$ cat config.mk
export PLATFORM = sky130hd
export DESIGN_NAME = ddr5_req_queue
export DESIGN_NICKNAME = d
export VERILOG_FILES = /design/src/rtl/ddr5_req_queue_pkg.sv /design/src/rtl/ddr5_addr_map.sv /design/src/rtl/ddr5_req_queue.sv
export SDC_FILE = /design/constraint.sdc
export NUM_CORES = 2
export LEC_CHECK = 0
export ABC_CLOCK_PERIOD_IN_PS = 7800
export CAP_MARGIN = 10
export CORE_MARGIN = 2
export CORE_UTILIZATION = 35
export CTS_CLUSTER_SIZE = 14
export DETAILED_ROUTE_END_ITERATION = 16
export MAX_ROUTING_LAYER = met4
export PLACE_DENSITY = 0.51
export SLEW_MARGIN = 20
export SYNTH_ARGS = -nofsm -noshare
export SYNTH_HDL_FRONTEND = slang
export SYNTH_SLANG_ARGS = --single-unit
export TNS_END_PERCENT = 5
$ cat constraint.sdc
create_clock -name clock -period 7.8 [get_ports clock]
set_input_delay 1.56 -clock clock [delete_from_list [all_inputs] [get_ports clock]]
set_output_delay 1.56 -clock clock [all_outputs]
set_load 0.05 [all_outputs]
$ cat src/rtl/ddr5_req_queue_pkg.sv
// Shared DDR5 request types: op codes, decoded request layout and field widths.
// The struct widths track the REQ_* localparams; queue/map parameters default to them.
package ddr5_req_queue_pkg;

    localparam int REQ_ADDR_W   = 36;
    localparam int REQ_TIME_W   = 64;
    localparam int REQ_CORE_W   = 4;
    localparam int REQ_CH_BITS  = 1;
    localparam int REQ_ROW_BITS = 16;

    localparam int BYTE_SEL_W = 2;
    localparam int COL_LOW_W  = 4;
    localparam int BG_W       = 3;
    localparam int BANK_W     = 2;
    localparam int COL_HIGH_W = 6;

    typedef enum logic [1:0] {
        OP_READ   = 2'd0,
        OP_WRITE  = 2'd1,
        OP_IFETCH = 2'd2
    } op_t;

    typedef struct packed {
        logic [REQ_TIME_W-1:0]   req_time;
        logic [REQ_CORE_W-1:0]   core;
        op_t                     op;
        logic [REQ_ADDR_W-1:0]   addr;
        logic [BYTE_SEL_W-1:0]   byte_sel;
        logic [COL_LOW_W-1:0]    col_low;
        logic [REQ_CH_BITS-1:0]  channel;
        logic [BG_W-1:0]         bank_group;
        logic [BANK_W-1:0]       bank;
        logic [COL_HIGH_W-1:0]   col_high;
        logic [REQ_ROW_BITS-1:0] row;
    } mapped_req_t;

    localparam int MAPPED_W = $bits(mapped_req_t);

endpackage

$ cat src/rtl/ddr5_addr_map.sv
// Combinational DDR5 address decode of a trace request into mapped_req_t.
// Field order from the LSB: byte_sel, col_low, channel, bank_group, bank, col_high, row.
module ddr5_addr_map
    import ddr5_req_queue_pkg::*;
#(
    parameter int ADDR_W   = REQ_ADDR_W,
    parameter int CH_BITS  = REQ_CH_BITS,
    parameter int ROW_BITS = REQ_ROW_BITS
) (
    input  logic [REQ_TIME_W-1:0] i_time,
    input  logic [REQ_CORE_W-1:0] i_core,
    input  logic [1:0]            i_op,
    input  logic [ADDR_W-1:0]     i_addr,
    output mapped_req_t           o_req
);

    localparam int CH_LSB   = BYTE_SEL_W + COL_LOW_W;
    localparam int BG_LSB   = CH_LSB + CH_BITS;
    localparam int BANK_LSB = BG_LSB + BG_W;
    localparam int COLH_LSB = BANK_LSB + BANK_W;
    localparam int ROW_LSB  = COLH_LSB + COL_HIGH_W;

    always_comb begin
        o_req            = '0;
        o_req.req_time   = i_time;
        o_req.core       = i_core;
        o_req.op         = op_t'(i_op);
        o_req.addr       = i_addr;
        o_req.byte_sel   = i_addr[0 +: BYTE_SEL_W];
        o_req.col_low    = i_addr[BYTE_SEL_W +: COL_LOW_W];
        o_req.channel    = i_addr[CH_LSB +: CH_BITS];
        o_req.bank_group = i_addr[BG_LSB +: BG_W];
        o_req.bank       = i_addr[BANK_LSB +: BANK_W];
        o_req.col_high   = i_addr[COLH_LSB +: COL_HIGH_W];
        o_req.row        = i_addr[ROW_LSB +: ROW_BITS];
    end

endmodule

$ cat src/rtl/ddr5_req_queue.sv
// Trace request queue: one time-gated pending register feeding an oldest-first FIFO,
// with per-channel occupancy counts and a saturating cycle counter.
module ddr5_req_queue
    import ddr5_req_queue_pkg::*;
#(
    parameter int DEPTH    = 16,
    parameter int ADDR_W   = REQ_ADDR_W,
    parameter int TIME_W   = REQ_TIME_W,
    parameter int CORE_W   = REQ_CORE_W,
    parameter int CH_BITS  = REQ_CH_BITS,
    parameter int ROW_BITS = REQ_ROW_BITS,
    localparam int AW      = $clog2(DEPTH),
    localparam int CW      = AW + 1,
    localparam int NUM_CH  = 2 ** CH_BITS
) (
    input  logic                   clock,
    input  logic                   reset_n,
    input  logic                   flush,
    input  logic                   in_valid,
    output logic                   in_ready,
    input  logic [TIME_W-1:0]      in_time,
    input  logic [CORE_W-1:0]      in_core,
    input  logic [1:0]             in_op,
    input  logic [ADDR_W-1:0]      in_addr,
    output logic                   out_valid,
    input  logic                   out_ready,
    output logic [MAPPED_W-1:0]    out_req,
    output logic [CW-1:0]          count,
    output logic [NUM_CH*CW-1:0]   ch_count,
    output logic                   full,
    output logic                   empty,
    output logic [TIME_W-1:0]      cycle_count
);

    mapped_req_t          w_mapped;
    mapped_req_t          w_head;
    mapped_req_t          r_pend;
    mapped_req_t          r_mem [DEPTH];
    logic                 r_pend_valid;
    logic [AW-1:0]        r_wr_ptr;
    logic [AW-1:0]        r_rd_ptr;
    logic [CW-1:0]        r_count;
    logic [CW-1:0]        r_ch_cnt [NUM_CH];
    logic [TIME_W-1:0]    r_cycle;
    logic                 w_accept;
    logic                 w_release;
    logic                 w_push;
    logic                 w_pop;
    logic                 w_full;

    ddr5_addr_map #(
        .ADDR_W   (ADDR_W),
        .CH_BITS  (CH_BITS),
        .ROW_BITS (ROW_BITS)
    ) u_addr_map (
        .i_time (in_time),
        .i_core (in_core),
        .i_op   (in_op),
        .i_addr (in_addr),
        .o_req  (w_mapped)
    );

    assign w_full    = (r_count == CW'(DEPTH));
    assign w_head    = r_mem[r_rd_ptr];
    assign w_pop     = out_valid && out_ready;
    assign w_release = r_pend_valid && (r_pend.req_time <= r_cycle) && (!w_full || w_pop);
    assign w_push    = w_release;
    assign in_ready  = !r_pend_valid || w_release;
    assign w_accept  = in_valid && in_ready;

    assign out_valid   = (r_count != '0);
    assign out_req     = out_valid ? w_head : '0;
    assign count       = r_count;
    assign full        = w_full;
    assign empty       = (r_count == '0);
    assign cycle_count = r_cycle;

    always_comb begin
        ch_count = '0;
        for (int c = 0; c < NUM_CH; c++) ch_count[c*CW +: CW] = r_ch_cnt[c];
    end

    // Storage needs no reset: out_req is masked while the FIFO is empty.
    always_ff @(posedge clock) begin
        if (w_push && !flush) r_mem[r_wr_ptr] <= r_pend;
    end

    always_ff @(posedge clock or negedge reset_n) begin
        if (!reset_n) begin
            r_cycle      <= '0;
            r_pend_valid <= 1'b0;
            r_pend       <= '0;
            r_wr_ptr     <= '0;
            r_rd_ptr     <= '0;
            r_count      <= '0;
            for (int c = 0; c < NUM_CH; c++) r_ch_cnt[c] <= '0;
        end else begin
            if (r_cycle != '1) r_cycle <= r_cycle + 1'b1;
            if (flush) begin
                r_pend_valid <= 1'b0;
                r_wr_ptr     <= '0;
                r_rd_ptr     <= '0;
                r_count      <= '0;
                for (int c = 0; c < NUM_CH; c++) r_ch_cnt[c] <= '0;
            end else begin
                if (w_accept) begin
                    r_pend       <= w_mapped;
                    r_pend_valid <= 1'b1;
                end else if (w_release) begin
                    r_pend_valid <= 1'b0;
                end
                if (w_push) r_wr_ptr <= r_wr_ptr + 1'b1;
                if (w_pop)  r_rd_ptr <= r_rd_ptr + 1'b1;
                case ({w_push, w_pop})
                    2'b10:   r_count <= r_count + 1'b1;
                    2'b01:   r_count <= r_count - 1'b1;
                    default: r_count <= r_count;
                endcase
                for (int c = 0; c < NUM_CH; c++) begin
                    if ((w_push && r_pend.channel == CH_BITS'(c)) &&
                        !(w_pop && w_head.channel == CH_BITS'(c)))
                        r_ch_cnt[c] <= r_ch_cnt[c] + 1'b1;
                    else if (!(w_push && r_pend.channel == CH_BITS'(c)) &&
                             (w_pop && w_head.channel == CH_BITS'(c)))
                        r_ch_cnt[c] <= r_ch_cnt[c] - 1'b1;
                end
            end
        end
    end

`ifndef SYNTHESIS
    a_no_overflow: assert property (@(posedge clock) disable iff (!reset_n)
        !(w_push && w_full && !w_pop));
`endif

endmodule

* After elaboration in Yosys (flattened, before gate mapping)
Memory sizes are Yosys's and may differ from the RTL's. Cells that the tools add are included.
Storage, ports and cells: logic and storage cells 84, memory bits (writable) 2240, memories kept 1, flip-flop bits (word level) 228
Operators by class: bitwise logic cells 3, reductions and logical operators 31, magnitude comparators 1, mux-type cells 17, add/subtract/negate cells 9, equal/unequal tests 4
Memories:
- r_mem | depth 16, bits a word 140, read ports 1, clocked after memory_dff 0, write ports 1, line ddr5_req_queue.sv:38 | mapped_req_t r_mem [DEPTH];
Operator list (count):
- $mux 140 | 1
- $add 64x1->64 const B | 1
- $le 64x64->1 | 1
- $ne 64x64->1 const B | 1
- $mux 5 | 5
- $mux 4 | 4
- $add 5x1->5 const B | 3
- $sub 5x1->5 const B | 3
- $logic_and 1x1->1 | 13
- $reduce_bool 3->1 | 4
- $mux 10 | 1
- $pmux 5 s2 | 1
- $add 4x1->4 const B | 2
- $logic_not 1->1 | 7
- $eq 5x5->1 const B | 1
- $logic_not 5->1 | 1
- $mux 1 | 5
- $reduce_bool 5->1 | 1
- $reduce_bool 2->1 | 2
- $not 1->1 | 3
- $eq 2x1->1 const B | 1
- $eq 2x2->1 const B | 1
- $logic_or 1x1->1 | 2
- $reduce_and 2->1 | 1

* Depth between registers and ports, before layout
depth after elaboration 10, depth in mapped cells 18, gate-level depth less buffers 17

* Modules after synthesis
Synthesis repeated with hierarchy kept, for this count alone.
Unflattened totals: cells, all modules 4377, area total of the unflattened synthesis 97126.9 um2
Modules (own cells, without submodules):
- ddr5_req_queue | area each 96075.9 um2, cells an instance 4237, instances 1, seq. area each 72970.0 um2
- ddr5_addr_map | area each 1051.0 um2, cells an instance 140, instances 1, seq. area each 0.0 um2

* Worst setup path after synthesis
Ideal clock, no wire load.
path type register to register, from reg r_cycle[28] (netlist: cycle_count[28]), to mem r_mem[15][100] in the netlist's numbering (enable), path buffers 1, clock period less this slack 8141 ps, stages on the path, launching flop included 12, path slack -341 ps, arrival 7569 ps, library setup time 572 ps, required time 7228 ps, cell sequence dfrtp_1 > inv_1 > ha_1 > nand4_1 > nor3_1 > a221o_1 > or3_1 > a311oi_1 > a32o_1 > clkbuf_1 > nand2_1 > nor2_1
Between the ends: longest elaborated chain between the ends 6
RTL lines:
- start: declaration | line ddr5_req_queue.sv:44 | logic [TIME_W-1:0] r_cycle;
- start signal: assignment | line ddr5_req_queue.sv:98 | if (r_cycle != '1) r_cycle <= r_cycle + 1'b1;
- $le 64x64->1 | line ddr5_req_queue.sv:66 | assign w_release = r_pend_valid && (r_pend.req_time <= r_cycle) && (!w_full || w_pop);
- $logic_and 1x1->1 (2 in a row) | line ddr5_req_queue.sv:66
- $logic_and 1x1->1 | line ddr5_req_queue.sv:85 | if (w_push && !flush) r_mem[r_wr_ptr] <= r_pend;
- $mux 1 | line ddr5_req_queue.sv:85
- $mux 1 (not written as such) | line ddr5_req_queue.sv:85
- end: declaration | line ddr5_req_queue.sv:38
Every way passes these cells.

* Worst setup path after layout
from reg r_pend[138] in the netlist's numbering, to out in_ready
Between the ends: longest elaborated chain between the ends 4
RTL lines:
- start: declaration | line ddr5_req_queue.sv:37 | mapped_req_t r_pend;
- start signal: assignment | line ddr5_req_queue.sv:107 | r_pend <= w_mapped;
- $le 64x64->1 | line ddr5_req_queue.sv:66
- $logic_and 1x1->1 (2 in a row) | line ddr5_req_queue.sv:66
- $logic_or 1x1->1 | line ddr5_req_queue.sv:68 | assign in_ready = !r_pend_valid || w_release;
- end: declaration | line ddr5_req_queue.sv:20 | output logic in_ready,
Every way passes these cells.

==> results_tabular.tex <==
\begin{tabular}{lr}
\hline
Metric & Value \\
\hline
\multicolumn{2}{l}{\textbf{Drt}} \\
Number of detailed-routing iterations run before antenna repair & 7 \\
Per-cell routed wire length & between 20 and 30 um \\
Via count & about 36000 \\
Aggregate routed wire length & between 200000 and 250000 um \\
Iteration-0 DRC count of the detailed router & $\sim$3300 \\
Average via count per standard cell & 5.22 \\
Antenna-violating nets left & 0 \\
Final routed DRC violation total & 0 \\
\multicolumn{2}{l}{\textbf{Die}} \\
Die area & 0.217 mm2 \\
Vertical die dimension & 466 um \\
I/O pins & roughly 330 \\
Row count & approximately 170 \\
Die Wd & 466 um \\
Starting density of the core & a little over a third \\
Placeable Area & around 0.21 mm2 \\
\multicolumn{2}{l}{\textbf{Status}} \\
Run status & completed \\
\multicolumn{2}{l}{\textbf{Layout}} \\
Layout net count & a little over 4000 \\
Number of fill cells in the layout & between 15000 and 20000 \\
Syn-to-layout area delta & 18.2\% \\
Share of cells above drive strength 1 & $\sim$25\% \\
\multicolumn{2}{l}{\textbf{Pwr}} \\
IR Drop Worst-Case VDD & approximately 0.00044 V \\
Final Total Pwr & roughly 28 mW \\
Reported leakage power & around 27 nW \\
Combinational Power Share & between 20\% and 30\% \\
Switching Share & roughly 31\% \\
Power per unit of standard cell area & between 300 and 400 mW/mm2 \\
Sequential share of power & between 40\% and 50\% \\
Clock share of power & 32.4\% \\
Internal Power & between 15 and 20 mW \\
Switching pwr & between 8 and 9 mW \\
\multicolumn{2}{l}{\textbf{Synth}} \\
Sequential element share of the synthesized area & 74.8\% \\
Area share of the leading cell type in the synthesized netlist & about two thirds \\
Cell accounting for the most synthesized area & sky130\_fd\_sc\_hd\_\_edfxtp\_1 \\
Area contributors post-synth & sky130\_fd\_sc\_hd\_\_edfxtp\_1 68\%, sky130\_fd\_sc\_hd\_\_mux4\_2 16\%, sky130\_fd\_sc\_hd\_\_dfrtp\_1 6.5\% \\
Synth unique cells & 55 \\
Syn avg cell area & around 22 um2 \\
Ranking of synthesized cells by instance count & 1696 x sky130\_fd\_sc\_hd\_\_edfxtp\_1, 530 x sky130\_fd\_sc\_hd\_\_mux4\_2, 194 x sky130\_fd\_sc\_hd\_\_dfrtp\_1 \\
Number of warnings printed during yosys synthesis & 0 \\
EDFF count, synth & about 1700 \\
Synthesized netlist cell count & roughly 3400 \\
Post-Syn Nets & about 3600 \\
Count leader, synth & sky130\_fd\_sc\_hd\_\_edfxtp\_1 \\
Primary flip-flop cell chosen by synthesis mapping & sky130\_fd\_sc\_hd\_\_edfxtp\_1 \\
Area of the mapped netlist & $\sim$0.075 mm2 \\
Register bit total from synthesis & $\sim$1900 \\
Asr flop ratio synth & 10.3\% \\
\multicolumn{2}{l}{\textbf{Hold path}} \\
Class of the tightest hold or removal check & reg2reg \\
\multicolumn{2}{l}{\textbf{Clock network}} \\
Gates resized, CTS repair & 0 \\
CTS tree & done \\
Htree depth & 4 \\
Root buffer cell & sky130\_fd\_sc\_hd\_\_clkbuf\_16 \\
Worst-case clock buffer depth & 3 \\
Number of buffers added for setup after CTS & 0 \\
Clock Latency Late Sink & roughly 0.83 ns \\
CTS Buf Count & 200 \\
Number of hold buffers added after CTS & 0 \\
Clock slew at the register clock pins of the worst setup and hold paths & 0.06 ns \\
Clk sink count & 1890 \\
\multicolumn{2}{l}{\textbf{Worst setup path}} \\
Slowest stage cell, crit path & sky130\_fd\_sc\_hd\_\_a2111oi\_0 \\
Nature of the critical path startpoint & register \\
Maximum single-stage delay on the critical path & around 0.95 ns \\
WS Path Type & reg2out \\
Category of the worst setup path capture point & output pin \\
Endpoint required time on the critical path & around 6.2 ns \\
Top Family by Delay on Critical Path & compound AO/OA/AOI/OAI gates \\
Crit path buf inv count & 3 \\
Worst Path Max Fanout & 18 \\
Data arrival time of the worst path & around 5.1 ns \\
Critical-path cell list & ha\_1 > nand2\_1 > o21ai\_0 > a2111oi\_0 > a2bb2oi\_1 > a311oi\_1 > buf\_4 > a32oi\_1 > buf\_4 > nand2\_1 > clkdlybuf4s50\_1 \\
\multicolumn{2}{l}{\textbf{GRT}} \\
GRT Overall Usage & between 10\% and 20\% \\
Number of antenna violations at the first check in global routing & 20 \\
Via count of the first global-routing pass & $\sim$38000 \\
Largest net degree at the start of global routing & 94 \\
Overall overflow remaining after global route & 0 \\
Global-route wire length before repair & 288000 um \\
\multicolumn{2}{l}{\textbf{STA}} \\
Max Clock Skew & about 0.028 ns \\
Final number of setup-violating endpoints & 0 \\
Setup repair after global routing missed its margin & false \\
Peak clock frequency supported by timing & between 150 and 200 MHz \\
Tightest Pin Transition & about 1 ns \\
Slew margin rel. & 30.5\% \\
Fin. Hold Viols & 0 \\
Setup slack after layout & roughly 1.2 ns \\
Pins Over Slew Limit & 0 \\
Fin crit share & between 80\% and 90\% \\
Final critical path time including I/O delays and setup & between 6 and 7 ns \\
\multicolumn{2}{l}{\textbf{Placed design}} \\
Number of buffers added on ports & $\sim$330 \\
Half-perimeter wire length after placement & approximately 110000 um \\
Placer congestion estimate & roughly 0.77 \\
Worst slack after detailed placement & between 2 and 2.5 ns \\
\multicolumn{2}{l}{\textbf{Run}} \\
MaxCap Viol Count & 0 \\
\hline
\end{tabular}
## power by group through the flow
stage | registers [mW] | clock network [mW] | logic (mW)
after CTS | 12.6 | 9.38 | 6.72
final | 12.6 | 9.15 | 6.55
after global placement | 12.8 | 0 | 6.67
after detailed placement | 12.8 | 0 | 6.70
after global routing | 12.7 | 9.77 | 6.94
after floorplan | 12.5 | 0 | 4.46
## routing by layer
metal  track usage [%]  routed length, um  vias to the layer above
li1                  -                  -                    15000
met1              26.0              89800                    19500
met2              29.1              95100                     1055
met3              4.88              14000                      277
met4              5.96               5770                        0
met5                 -                  0                        -
## worst reg2reg max path, stage by stage, from the launching register on
cell and delay [ns]:
sky130_fd_sc_hd__dfrtp_1 0.77, sky130_fd_sc_hd__ha_1 0.37, sky130_fd_sc_hd__nand2_1 0.07, sky130_fd_sc_hd__o21ai_0 0.19, sky130_fd_sc_hd__a2111oi_0 0.95, sky130_fd_sc_hd__a2bb2oi_1 0.19, sky130_fd_sc_hd__a311oi_1 0.31, sky130_fd_sc_hd__buf_4 0.21
sky130_fd_sc_hd__a32o_1 0.55, sky130_fd_sc_hd__nand2_1 0.40, sky130_fd_sc_hd__nor2_4 0.73, sky130_fd_sc_hd__buf_12 0.45
## per-stage QoR
step                      std cells  TNS (ns)  hold slack (ns)  util [%]  area, um2
final                          6872         0            0.523      41.6      88100
after global routing           6867         0            0.546      41.6      88100
after global placement         6478         0            0.509      38.6      81800
after floorplan                3431   -558.06            0.556         -      74600
after CTS                      6858         0            0.528      41.6      88100
after detailed placement       6478         0            0.509      38.6      81800
## worst paths after layout
path	slack, ns	end	cells past startpoint	from
min in group asynchronous	0.68	r_pend[39]$_DFFE_PN0P_	1	reset_n
max	1.17	in_ready	11	r_pend[138]$_DFFE_PN0P_
max in group asynchronous	5.61	r_rd_ptr[1]$_DFFE_PN0P_	2	reset_n
max reg2reg	2.15	r_mem[12][58]$_DFFE_PP_	11	r_pend[138]$_DFFE_PN0P_
min	0.52	cycle_count[46]$_DFFE_PN0P_	1	cycle_count[46]$_DFFE_PN0P_
min reg2reg	0.52	cycle_count[46]$_DFFE_PN0P_	1	cycle_count[46]$_DFFE_PN0P_
## cells by family after synthesis
| family | share of synthesized area, % |
|---|---|
| flip-flops | 74.8 |
| multiplexers | 17.8 |
| AND/OR/NAND/NOR | 2.89 |
| buffers and inverters | 1.52 |
| AO/OA/AOI/OAI | 0.770 |
| adder cells (fa/ha/maj) | 1.41 |
| XOR/XNOR | 0.775 |
## layout make-up
type	instances	area (um2)	area share (%)
Multi-Input combinational cell	1278	17800	20.2
Antenna cell	14	35.0	0.0398
Clock inverter	76	672	0.763
Timing Repair Buffer	411	4400	4.99
Sequential cell	1890	55800	63.3
Tap cell	2821	3530	4.01
Clock buffer	304	5590	6.34
Inverter	78	293	0.332
## sequential cells by signal, summed over array words and instances (netlist names)
signal        count
r_wr_ptr          4
count             5
cycle_count      64
ch_count         10
r_mem          1696
r_pend_valid      1
r_pend          106
r_rd_ptr          4
## cell usage in the layout, fill, tap and decap left out, types with 13 or more instances in the layout
cell type                            n
sky130_fd_sc_hd__buf_4              40
sky130_fd_sc_hd__clkbuf_8           17
sky130_fd_sc_hd__and2_1            115
sky130_fd_sc_hd__diode_2            14
sky130_fd_sc_hd__mux2_2            119
sky130_fd_sc_hd__clkdlybuf4s50_1   332
sky130_fd_sc_hd__nor3_1             18
sky130_fd_sc_hd__clkinv_1           27
sky130_fd_sc_hd__nor2_1             50
sky130_fd_sc_hd__buf_12             38
sky130_fd_sc_hd__clkbuf_1           86
sky130_fd_sc_hd__mux4_2            530
sky130_fd_sc_hd__ha_1               79
sky130_fd_sc_hd__clkbuf_16         201
sky130_fd_sc_hd__nor2_4             16
sky130_fd_sc_hd__nor2b_1            16
sky130_fd_sc_hd__nand3_1            29
sky130_fd_sc_hd__dfrtp_1           190
sky130_fd_sc_hd__o21ai_0            13
sky130_fd_sc_hd__nand4_1            31
sky130_fd_sc_hd__edfxtp_1         1696
sky130_fd_sc_hd__clkinv_2           21
sky130_fd_sc_hd__inv_1              78
sky130_fd_sc_hd__nand2_1            51
sky130_fd_sc_hd__a21oi_1            43
sky130_fd_sc_hd__xnor2_1            61
(Power assumes the default switching activity.)
